==> config.mk <==
export PLATFORM = sky130hd
export DESIGN_NAME = ft245_tx_arbiter
export DESIGN_NICKNAME = d
export VERILOG_FILES = /design/src/rtl/ft245_tx_arbiter.sv
export SDC_FILE = /design/constraint.sdc
export NUM_CORES = 1
export LEC_CHECK = 0
export CAP_MARGIN = 10
export CORE_MARGIN = 1.5
export CORE_UTILIZATION = 59
export CTS_BUF_LIST = sky130_fd_sc_hd__clkbuf_8 sky130_fd_sc_hd__clkbuf_16
export CTS_CLUSTER_DIAMETER = 30
export DETAILED_ROUTE_END_ITERATION = 10
export GPL_TIMING_DRIVEN = 0
export PLACE_DENSITY_LB_ADDON = 0.15
export SLEW_MARGIN = 20
export SYNTH_ARGS = -nofsm -noshare
export SYNTH_HDL_FRONTEND = slang
export SYNTH_SLANG_ARGS = --single-unit
==> constraint.sdc <==
create_clock -name clk -period 4.2 [get_ports clk]
set_clock_uncertainty 0.15 [all_clocks]
set_input_delay 0.63 -clock clk [delete_from_list [all_inputs] [get_ports clk]]
set_output_delay 0.63 -clock clk [all_outputs]
set_load 0.005 [all_outputs]
==> src/rtl/ft245_tx_arbiter.sv <==
// ft245_tx_arbiter: round-robin packetiser of two byte channels onto an FT245 TX stream.
// Each packet is framed as header, payload, trailer; timeout or oversize truncates with an abort trailer.
module ft245_tx_arbiter #(
    parameter logic [7:0] CH0_ID      = 8'hA0,
    parameter logic [7:0] CH1_ID      = 8'hA1,
    parameter logic [7:0] END_OK      = 8'h55,
    parameter logic [7:0] END_ABORT   = 8'hAA,
    parameter int         TIMEOUT     = 256,
    parameter int         MAX_PAYLOAD = 512
) (
    input  logic       clk,
    input  logic       rst,
    input  logic [7:0] s0_data,
    input  logic       s0_valid,
    input  logic       s0_last,
    output logic       s0_ready,
    input  logic [7:0] s1_data,
    input  logic       s1_valid,
    input  logic       s1_last,
    output logic       s1_ready,
    output logic [7:0] tx_data_si,
    output logic       tx_valid_si,
    input  logic       tx_ready_si,
    output logic [1:0] grant,
    output logic       busy,
    output logic       abort_pulse
);
    typedef enum logic [1:0] {IDLE, PAYLOAD, TRAIL} state_t;

    state_t      state, state_d;
    logic [7:0]  tx_data_d;
    logic        tx_valid_d, abort, abort_d, abort_pulse_d, last1, last1_d;
    logic [1:0]  grant_d;
    logic [15:0] timer, timer_d, count, count_d;
    logic        free, pick1, gv, gl;
    logic [7:0]  gd;

    assign free     = !tx_valid_si || tx_ready_si;
    assign gv       = (grant[0] && s0_valid) || (grant[1] && s1_valid);
    assign gl       = grant[1] ? s1_last : s0_last;
    assign gd       = grant[1] ? s1_data : s0_data;
    // ch1 wins only when alone or when ch0 was served last
    assign pick1    = s1_valid && (!s0_valid || !last1);
    assign s0_ready = state == PAYLOAD && grant[0] && free;
    assign s1_ready = state == PAYLOAD && grant[1] && free;
    assign busy     = state != IDLE;

    always_ff @(posedge clk or negedge rst) begin
        if (!rst) begin
            state       <= IDLE;
            tx_data_si  <= 8'h00;
            tx_valid_si <= 1'b0;
            grant       <= 2'b00;
            abort       <= 1'b0;
            abort_pulse <= 1'b0;
            last1       <= 1'b1;
            timer       <= 16'd0;
            count       <= 16'd0;
        end else begin
            state       <= state_d;
            tx_data_si  <= tx_data_d;
            tx_valid_si <= tx_valid_d;
            grant       <= grant_d;
            abort       <= abort_d;
            abort_pulse <= abort_pulse_d;
            last1       <= last1_d;
            timer       <= timer_d;
            count       <= count_d;
        end
    end

    always_comb begin
        state_d       = state;
        tx_data_d     = tx_data_si;
        tx_valid_d    = tx_valid_si && !tx_ready_si;
        grant_d       = grant;
        abort_d       = abort;
        abort_pulse_d = 1'b0;
        last1_d       = last1;
        timer_d       = timer;
        count_d       = count;
        case (state)
            IDLE: if (free && (s0_valid || s1_valid)) begin
                state_d    = PAYLOAD;
                grant_d    = pick1 ? 2'b10 : 2'b01;
                tx_data_d  = pick1 ? CH1_ID : CH0_ID;
                tx_valid_d = 1'b1;
                timer_d    = 16'd0;
                count_d    = 16'd0;
                abort_d    = 1'b0;
            end
            PAYLOAD: if (free && gv) begin
                tx_data_d  = gd;
                tx_valid_d = 1'b1;
                timer_d    = 16'd0;
                count_d    = count + 16'd1;
                if (gl || count == 16'(MAX_PAYLOAD - 1)) begin
                    state_d = TRAIL;
                    abort_d = !gl;
                end
            end else if (free) begin
                timer_d = timer + 16'd1;
                if (timer == 16'(TIMEOUT - 1)) begin
                    state_d = TRAIL;
                    abort_d = 1'b1;
                end
            end
            TRAIL: if (free) begin
                tx_data_d     = abort ? END_ABORT : END_OK;
                tx_valid_d    = 1'b1;
                last1_d       = grant[1];
                grant_d       = 2'b00;
                abort_pulse_d = abort;
                state_d       = IDLE;
            end
            default: state_d = IDLE;
        endcase
    end
endmodule
* Yosys cells after proc, flatten, opt, wreduce, memory -nomap -nowiden
Index checks and enable logic that the tools add are counted.
Word-level totals: register bits after elaboration 48, input bits 23, output and inout port bits 15, logic and storage cells 89
Cells by class: add/subtract/negate cells 2, equal/unequal tests 10, multiplexer cells 36, reduce and logical (&&, ||, !) cells 32
Operators by type and width (count):
- 16-bit two-way mux | 4
- 16-bit case mux with 2 select lines | 2
- 8-bit two-way mux | 5
- 16-bit by 1-bit adder with 16-bit output, second input constant | 2
- 8-bit case mux with 3 select lines | 1
- 16-bit by 8-bit == test with 1-bit output, second input constant | 1
- 16-bit by 9-bit == test with 1-bit output, second input constant | 1
- 2-bit two-way mux | 8
- 1-bit two-way mux | 12
- 1-bit logical AND | 10
- 5-bit AND reduction | 2
- 3-bit AND reduction | 3
- 3-bit by 2-bit != test with 1-bit output, second input constant | 2
- 2-bit case mux with 3 select lines | 1
- 2-bit nonzero test | 3
- 1-bit zero test | 5
- 1-bit logical OR | 5
- 2-bit != test, second input constant | 2
- 2-bit case mux with 2 select lines | 1
- 4-bit AND reduction | 1
- 3-bit by 1-bit != test with 1-bit output, second input constant | 1
- 1-bit case mux with 3 select lines | 1
- 3-bit nonzero test | 1
- 2-bit by 1-bit == test with 1-bit output, second input constant | 1
- other kinds (5) | 5

* Depth between registers and ports, before layout
Gate-level depths: netlist (run 1).
depth after elaboration 6, mapped depth 8

* Worst setup path before layout (run 1)
Ideal clock, no wire load.
path kind register to register, start reg state[0], end reg count[12], library setup time 0.132 ns, data arrival time 1.953 ns, slack 1.966 ns, cell stages (with the launch flop) 9, buffers on the path 1, cells stage by stage dfrtp_1 inv_1 ha_1 nand2b_2 a221o_1 buf_6 or3_4 xor2_1 nor2_1
On the way: cells in the longest elaborated chain, start to end 3
Ends and longest elaborated chain:
- start: declaration | line 30 | state_t state, state_d;
- start signal: assignment | line 60 | state <= state_d;
- 2-bit by 1-bit == test with 1-bit output or 2-bit zero test (tied branches) | line 82 | case (state)
- 2-bit by 1-bit != test with 1-bit output (no line) (tied with other cells)
- 3-bit AND reduction (no line)
- end signal: assignment | line 68 | count <= count_d;
- end: declaration | line 34 | logic [15:0] timer, timer_d, count, count_d;
Several ways; a longest one is shown, not always the timed one. A chain may end at the register's enable or synchronous reset.

* Final worst setup path (run 1)
start reg state[1], end out s1_ready
On the way: cells in the longest elaborated chain, start to end 3
Ends and longest elaborated chain:
- 2-bit by 1-bit == test with 1-bit output | line 45 | assign s1_ready = state == PAYLOAD && grant[1] && free;
- 1-bit logical AND (2 in a row) | line 45
- end: declaration | line 20 | output logic s1_ready,
Every way passes these cells.

==> run_results.csv, run 1 <==
group,metric,value,unit
setup_path,startpoint,"state[1]$_DFFE_PN0P_",
cells_and_area,drive_above_1_share,11.0,%
route,viasPerCell,6.00,
floorplan,dieArea,0.00511,mm^2
synthesis,syn_nets,311,
setup_path,reg2reg_from,"state[0]$_DFFE_PN0P_",
hold_path,hold_class,"in -> async",
setup_path,cp_data_arrival_time,2.29,ns
clocking,cts_tree,"built",
clocking,cts_buffers,5,
grt,antenna_found_initial,0,
clocking,cts_hold_buf,0,
cells_and_area,syn_to_final_growth,20.9,%
floorplan,rows,24,
sta,slew_headroom,59.2,%
clocking,clock_latency,0.30,ns
sta,setup_viol,0,
power,p_leak,1.42,nW
grt,grt_pass1_vias,2254,
clocking,ctsLongestPathBuffers,2,
route,routed_wl,6.01,mm
setup_path,reg2reg_depth,7,
cells_and_area,num-nets-final,356,
sta,worstMarginPinSlew,0.612,ns
floorplan,die_h,71.5,um
placed_design,gp_congestion,0.832,
floorplan,core_area,0.00444,mm^2
setup_path,r2r_slack,1.65,ns
power,intPower,1.19,mW
sta,maxSlewViolCount,0,
route,vias,2268,
grt,track_usage,26.1,%
synthesis,synth-seq-cells,48,
synthesis,synthDistinctLibCells,52,
synthesis,synth-main-ff-cell,"dfrtp_1",
setup_path,crit_type,"reg -> out",
sta,fin_crit,3.07,ns
power,p_seq_share,32.8,%
cells_and_area,n_antenna_cell,0,
floorplan,ios,38,
sta,clock.fmax,326,MHz
power,switching_share,38.4,%
route,drt_iter0_markers,162,
route,dr.pass1.iters,4,
route,wl_per_cell,15.9,um
placed_design,place_hpwl,4.35,mm
clocking,cts_sinks,48,
run_status,status,"completed",
route,drc,0,
floorplan,die_w,71.5,um
synthesis,synth_edf_count,0,
clocking,cts_max_level,2,
synthesis,syn-mean-instance-area,9.85,um^2
job,drv_cap,0,
synthesis,ys_warn_count,0,
synthesis,synthArstFlopShare,100,%
setup_path,critPathCaptureType,"output pin",
cells_and_area,fill_cells,302,
clocking,post_cts_buffers,0,
cells_and_area,layout_commonest_cell,"dfrtp_1",
sta,tns,0,ns
sta,fin_crit_sh,73.0,%
synthesis,yosysSeqAreaShare,43.4,%
grt,grt_pass1_wl,10.5,mm
power,p_comb_share,47.2,%
placed_design,io_buffer_count,37,
synthesis,netlist_instances,281,
grt,grt_start_max_net_pins,26,
sta,rsz0062_at_grt,"false",
power,p_sw,0.741,mW
route,ant_nets,0,
power,clkPwrFrac,20.0,%
cells_and_area,most-common-layout-cells,"47 x dfrtp_1, 36 x clkdlybuf4s50_1, 33 x nor2_1",
floorplan,initial_utilization,62.3,%
clocking,clock_tree.root_cell,"clkbuf_8",
setup_path,regToRegEndpoint,"timer[15]$_DFFE_PN0P_",
clocking,cts_resized,0,
sta,hold_violations,0,
power,power.density,577,mW/mm^2
grt,overflow,0,
synthesis,synth_area,0.00277,mm^2
power,vdd_drop_max,386,uV
setup_path,start_kind,"flop",
setup_path,crit_required,3.42,ns
setup_path,critPathMaxFanout,10,
clocking,cts.clk_slew.worst_paths,0.09,ns
cells_and_area,utilization,75.3,%
==> kinds of logic (layout without fill, tap and decap cells) <==
logic type	count (synthesis)	in the layout	synth area share, %
xor+xnor	24	24	7.59
fa+ha+maj	7	7	3.16
flops	48	48	43.4
mux	21	21	7.86
compound gates	46	46	12.2
buf+inv	24	69	3.89
simple gates	111	111	21.8
==> metal layers <==
metal  track usage [%]  routed length (um)  part of all wire (%)
met1              34.4                2670                    44
met2              43.4                2960                    49
met3              4.64                 237                   3.9
met4              9.85                 142                   2.4
met5                 0                   0                     0
==> cell usage after synthesis, types with 4 or more instances <==
cell / count / share of area, %
o21ai_0: 14 / 2.5
xnor2_1: 12 / 3.8
nor4_1: 4 / 0.90
mux2_1: 4 / 1.6
and3_1: 4 / 0.90
a22o_2: 5 / 1.8
a21oi_1: 9 / 1.6
nor3_1: 9 / 1.6
clkbuf_1: 5 / 0.68
buf_2: 5 / 0.90
ha_1: 7 / 3.2
xor2_1: 12 / 3.8
nor2_1: 33 / 4.5
nand2_1: 23 / 3.1
dfrtp_1: 47 / 42
inv_1: 11 / 1.5
mux2i_1: 15 / 5.4
nand4_1: 10 / 2.3
nand3_1: 7 / 1.3
==> layout make-up <==
type	count	area, um^2	area share, %
Buffer	13	66.3	1.98
Multi-Input combinational cell	209	1460	43.6
Inverter	11	41.3	1.23
Tap cell	52	65.1	1.94
Timing Repair Buffer	38	385	11.5
Clock inverter	2	60.1	1.79
Clock buffer	5	68.8	2.06
Sequential cell	48	1200	35.9
==> per-stage QoR <==
step	instance area (um^2)	power [mW]	std cells	hold slack, ns	worst slack (ns)
finish	3350	1.93	378	0.158	1.13
floorplan	2770	1.24	281	0.184	1.97
CTS	3350	1.93	378	0.180	1.13
global route	3350	2.07	378	0.206	1.02
detailed placement	3220	1.54	371	0.331	1.30
global placement	3200	1.52	370	0.319	1.00
==> how the worst max path moves through the flow <==
stage	endpoint	slack (ns)
2_1_floorplan	count[12]$_DFFE_PN0P_	1.97
3_3_place_gp	count[14]$_DFFE_PN0P_	1.00
3_5_place_dp	tx_data_si[7]$_DFFE_PN0P_	1.30
4_1_cts	s0_ready	1.13
5_1_grt	s1_ready	1.02
6_report	s1_ready	1.13
==> worst max-delay path: stages (launching register included) <==
cell	delay [ns]
dfrtp_1	0.43
inv_1	0.12
ha_1	0.27
clkbuf_1	0.42
and3_1	0.23
clkdlybuf4s50_1	0.51
==> power groups by stage <==
stage / Sequential [mW] / Clock (mW) / Combinational (mW)
finish: 0.633 / 0.386 / 0.911
global route: 0.644 / 0.406 / 1.02
CTS: 0.631 / 0.393 / 0.911
detailed placement: 0.637 / 0 / 0.898
global placement: 0.634 / 0 / 0.886
floorplan: 0.627 / 0 / 0.614
==> state kept, by name, indices dropped and copies added (netlist names) <==
signal       count
count           16
timer           16
tx_data_si       8
grant            2
state            2
abort            1
abort_pulse      1
last1            1
tx_valid_si      1
Note: power is estimated with default switching activity, not from simulation.
==> inputs of run 2 (changes only) <==
--- a/config.mk
+++ b/config.mk
@@ -7,7 +7,7 @@
 export LEC_CHECK = 0
 export CAP_MARGIN = 10
 export CORE_MARGIN = 1.5
-export CORE_UTILIZATION = 59
+export CORE_UTILIZATION = 50
 export CTS_BUF_LIST = sky130_fd_sc_hd__clkbuf_8 sky130_fd_sc_hd__clkbuf_16
 export CTS_CLUSTER_DIAMETER = 30
 export DETAILED_ROUTE_END_ITERATION = 10
==> constraint.sdc (replaced) <==
create_clock -name clk -period 2.6 [get_ports clk]
set_clock_uncertainty 0.15 [all_clocks]
set_input_delay 0.39 -clock clk [delete_from_list [all_inputs] [get_ports clk]]
set_output_delay 0.39 -clock clk [all_outputs]
set_load 0.005 [all_outputs]
==> run 2 against run 1 <==
Against the previous run: non-clock buffer count unchanged; cell count is 5.0% higher; global-route usage shrank 3.6 points; clock power grew 21%; sequential share of layout area is 0.21 points lower; die area is 17% higher; first-iteration DRC count decreased by 20%; clock-buffer cell count is 1 higher; sequential cell count stayed put; critical endpoint is now timer[15]$_DFFE_PN0P_; largest power group unchanged; highest routed layer unchanged.
==> run_results.csv, run 2 (synthesis results as in run 1) <==
group,metric,value,unit
cells_and_area,layoutNonFillerInstCount,397,
clocking,ctsLongestPathBuffers,2,
sta,worstMarginPinSlew,0.546,ns
power,p_comb_share,49.9,%
route,ant_nets,0,
cells_and_area,most-common-layout-cells,"47 x dfrtp_1, 36 x clkdlybuf4s50_1, 33 x nor2_1",
setup_path,critPathMaxFanout,6,
placed_design,gp_congestion,0.815,
route,drt_iter0_markers,130,
placed_design,numPlacedInstances,389,
floorplan,die_h,77.4,um
sta,hold_violations,0,
clocking,post_cts_buffers,0,
cells_and_area,utilization,64.3,%
route,viasPerCell,5.63,
sta,holdWs,0.356,ns
sta,fin_crit_sh,96.8,%
floorplan,die_w,77.4,um
clocking,cts_sinks,48,
clocking,cts_buffers,5,
power,intPower,1.78,mW
setup_path,critPathCaptureType,"flop",
hold_path,hold_class,"reg -> reg",
grt,grt_start_max_net_pins,27,
placed_design,io_buffer_count,37,
floorplan,rows,26,
sta,tns,0,ns
cells_and_area,n_antenna_cell,0,
grt,grt_pass1_vias,2299,
clocking,clock_latency,0.31,ns
sta,fin_crit,2.52,ns
power,p_sw,1.21,mW
sta,finalWorstSetupSlack,0.0841,ns
power,vdd_drop_max,581,uV
route,dr.pass1.iters,4,
floorplan,initial_utilization,52.9,%
sta,setup_viol,0,
placed_design,post-place-ws,-0.0755,ns
route,routed_wl,5.90,mm
power,p_seq_share,34.4,%
power,clkPwrFrac,15.6,%
setup_path,crit_type,"reg -> reg",
floorplan,core_area,0.00524,mm^2
job,drv_cap,0,
floorplan,ios,38,
cells_and_area,top_regs,"count (16), timer (16), tx_data_si (8)",
clocking,cts.clk_slew.worst_paths,0.09,ns
grt,track_usage,22.5,%
grt,grt_pass1_wl,10.8,mm
clocking,clock_tree.root_cell,"clkbuf_8",
cells_and_area,syn_to_final_growth,21.6,%
grt,overflow,0,
power,switching_share,40.5,%
setup_path,cp_data_arrival_time,2.57,ns
power,power,2.99,mW
cells_and_area,num-nets-final,356,
power,power.density,887,mW/mm^2
setup_path,crit_required,2.65,ns
route,wl_per_cell,14.9,um
floorplan,dieArea,0.00599,mm^2
power,p_leak,1.42,nW
sta,slew_headroom,63.6,%
run_status,status,"completed",
cells_and_area,layout_commonest_cell,"dfrtp_1",
cells_and_area,drive_above_1_share,11.9,%
placed_design,place_hpwl,4.28,mm
clocking,cts_tree,"built",
placed_design,placed_area,0.00324,mm^2
cells_and_area,fill_cells,442,
route,drc,0,
route,vias,2237,
grt,antenna_found_initial,0,
setup_path,start_kind,"flop",
sta,clock.fmax,397,MHz
sta,rsz0062_at_grt,"true",
clocking,cts_max_level,2,
sta,maxSlewViolCount,0,
cells_and_area,fin_area,0.00337,mm^2
[run 2: cell count changes in the layout (fill, tap and decap cells not counted), sizes merged]
| cell | previous run | this run |
|---|---|---|
| bufinv | 2 | 0 |
| dlygate4sd3 | 0 | 1 |
| clkinv | 0 | 2 |
[run 2: timing repair]
item | in CTS | in global routing
hold endpoints to repair | 22 | 0
endpoints found under the setup margin | 2 | 14
resized for setup | 2 | 4
pin swaps | 0 | 1
hold buffers | 1 | 0
[run 2: layout make-up]
class	count	area, um^2	area share [%]
plain buffers	12	66.3	1.97
clock buffers	6	82.6	2.45
clock inverters	2	10.0	0.297
inverters	11	41.3	1.23
multi-input cells	209	1480	44.0
flip-flops and latches	48	1200	35.7
well taps	70	87.6	2.60
repair buffers	39	395	11.7
[run 2: critical path: stages (launching register included)]
cell,delay [ns]
dfrtp_1,0.45
inv_1,0.11
ha_1,0.29
nand2b_2,0.28
a2111oi_4,0.50
or3b_1,0.41
xor2_1,0.17
nor2_2,0.05
[run 2: per-layer routing]
| metal | part of all wire (%) | vias up | global-route usage, % |
|---|---|---|---|
| li1 | - | 1082 | - |
| met1 | 47 | 1089 | 29.9 |
| met2 | 47 | 57 | 36.9 |
| met3 | 4.6 | 9 | 4.35 |
| met4 | 1.8 | 0 | 7.64 |
| met5 | 0 | - | 0 |
[run 2: path summary, 6_finish.rpt]
path	from	end	slack [ns]	cells after the start
setup / recovery	state[0]$_DFFE_PN0P_	timer[15]$_DFFE_PN0P_	0.08	7
hold / removal	tx_data_si[5]$_DFFE_PN0P_	tx_data_si[5]$_DFFE_PN0P_	0.36	1
setup reg to reg	state[0]$_DFFE_PN0P_	timer[15]$_DFFE_PN0P_	0.08	7
hold reg to reg	tx_data_si[5]$_DFFE_PN0P_	tx_data_si[5]$_DFFE_PN0P_	0.36	1
max in group asynchronous	rst	last1$_DFFE_PN1P_	1.25	3
min in group asynchronous	rst	timer[13]$_DFFE_PN0P_	0.44	2
[run 2: power by group through the flow]
stage | logic (mW) | clock network [mW] | registers (mW)
5_1_grt | 1.67 | 0.500 | 1.05
6_report | 1.49 | 0.467 | 1.03
3_5_place_dp | 1.46 | 0 | 1.03
3_3_place_gp | 1.43 | 0 | 1.03
2_1_floorplan | 0.992 | 0 | 1.01
4_1_cts | 1.46 | 0.475 | 1.02
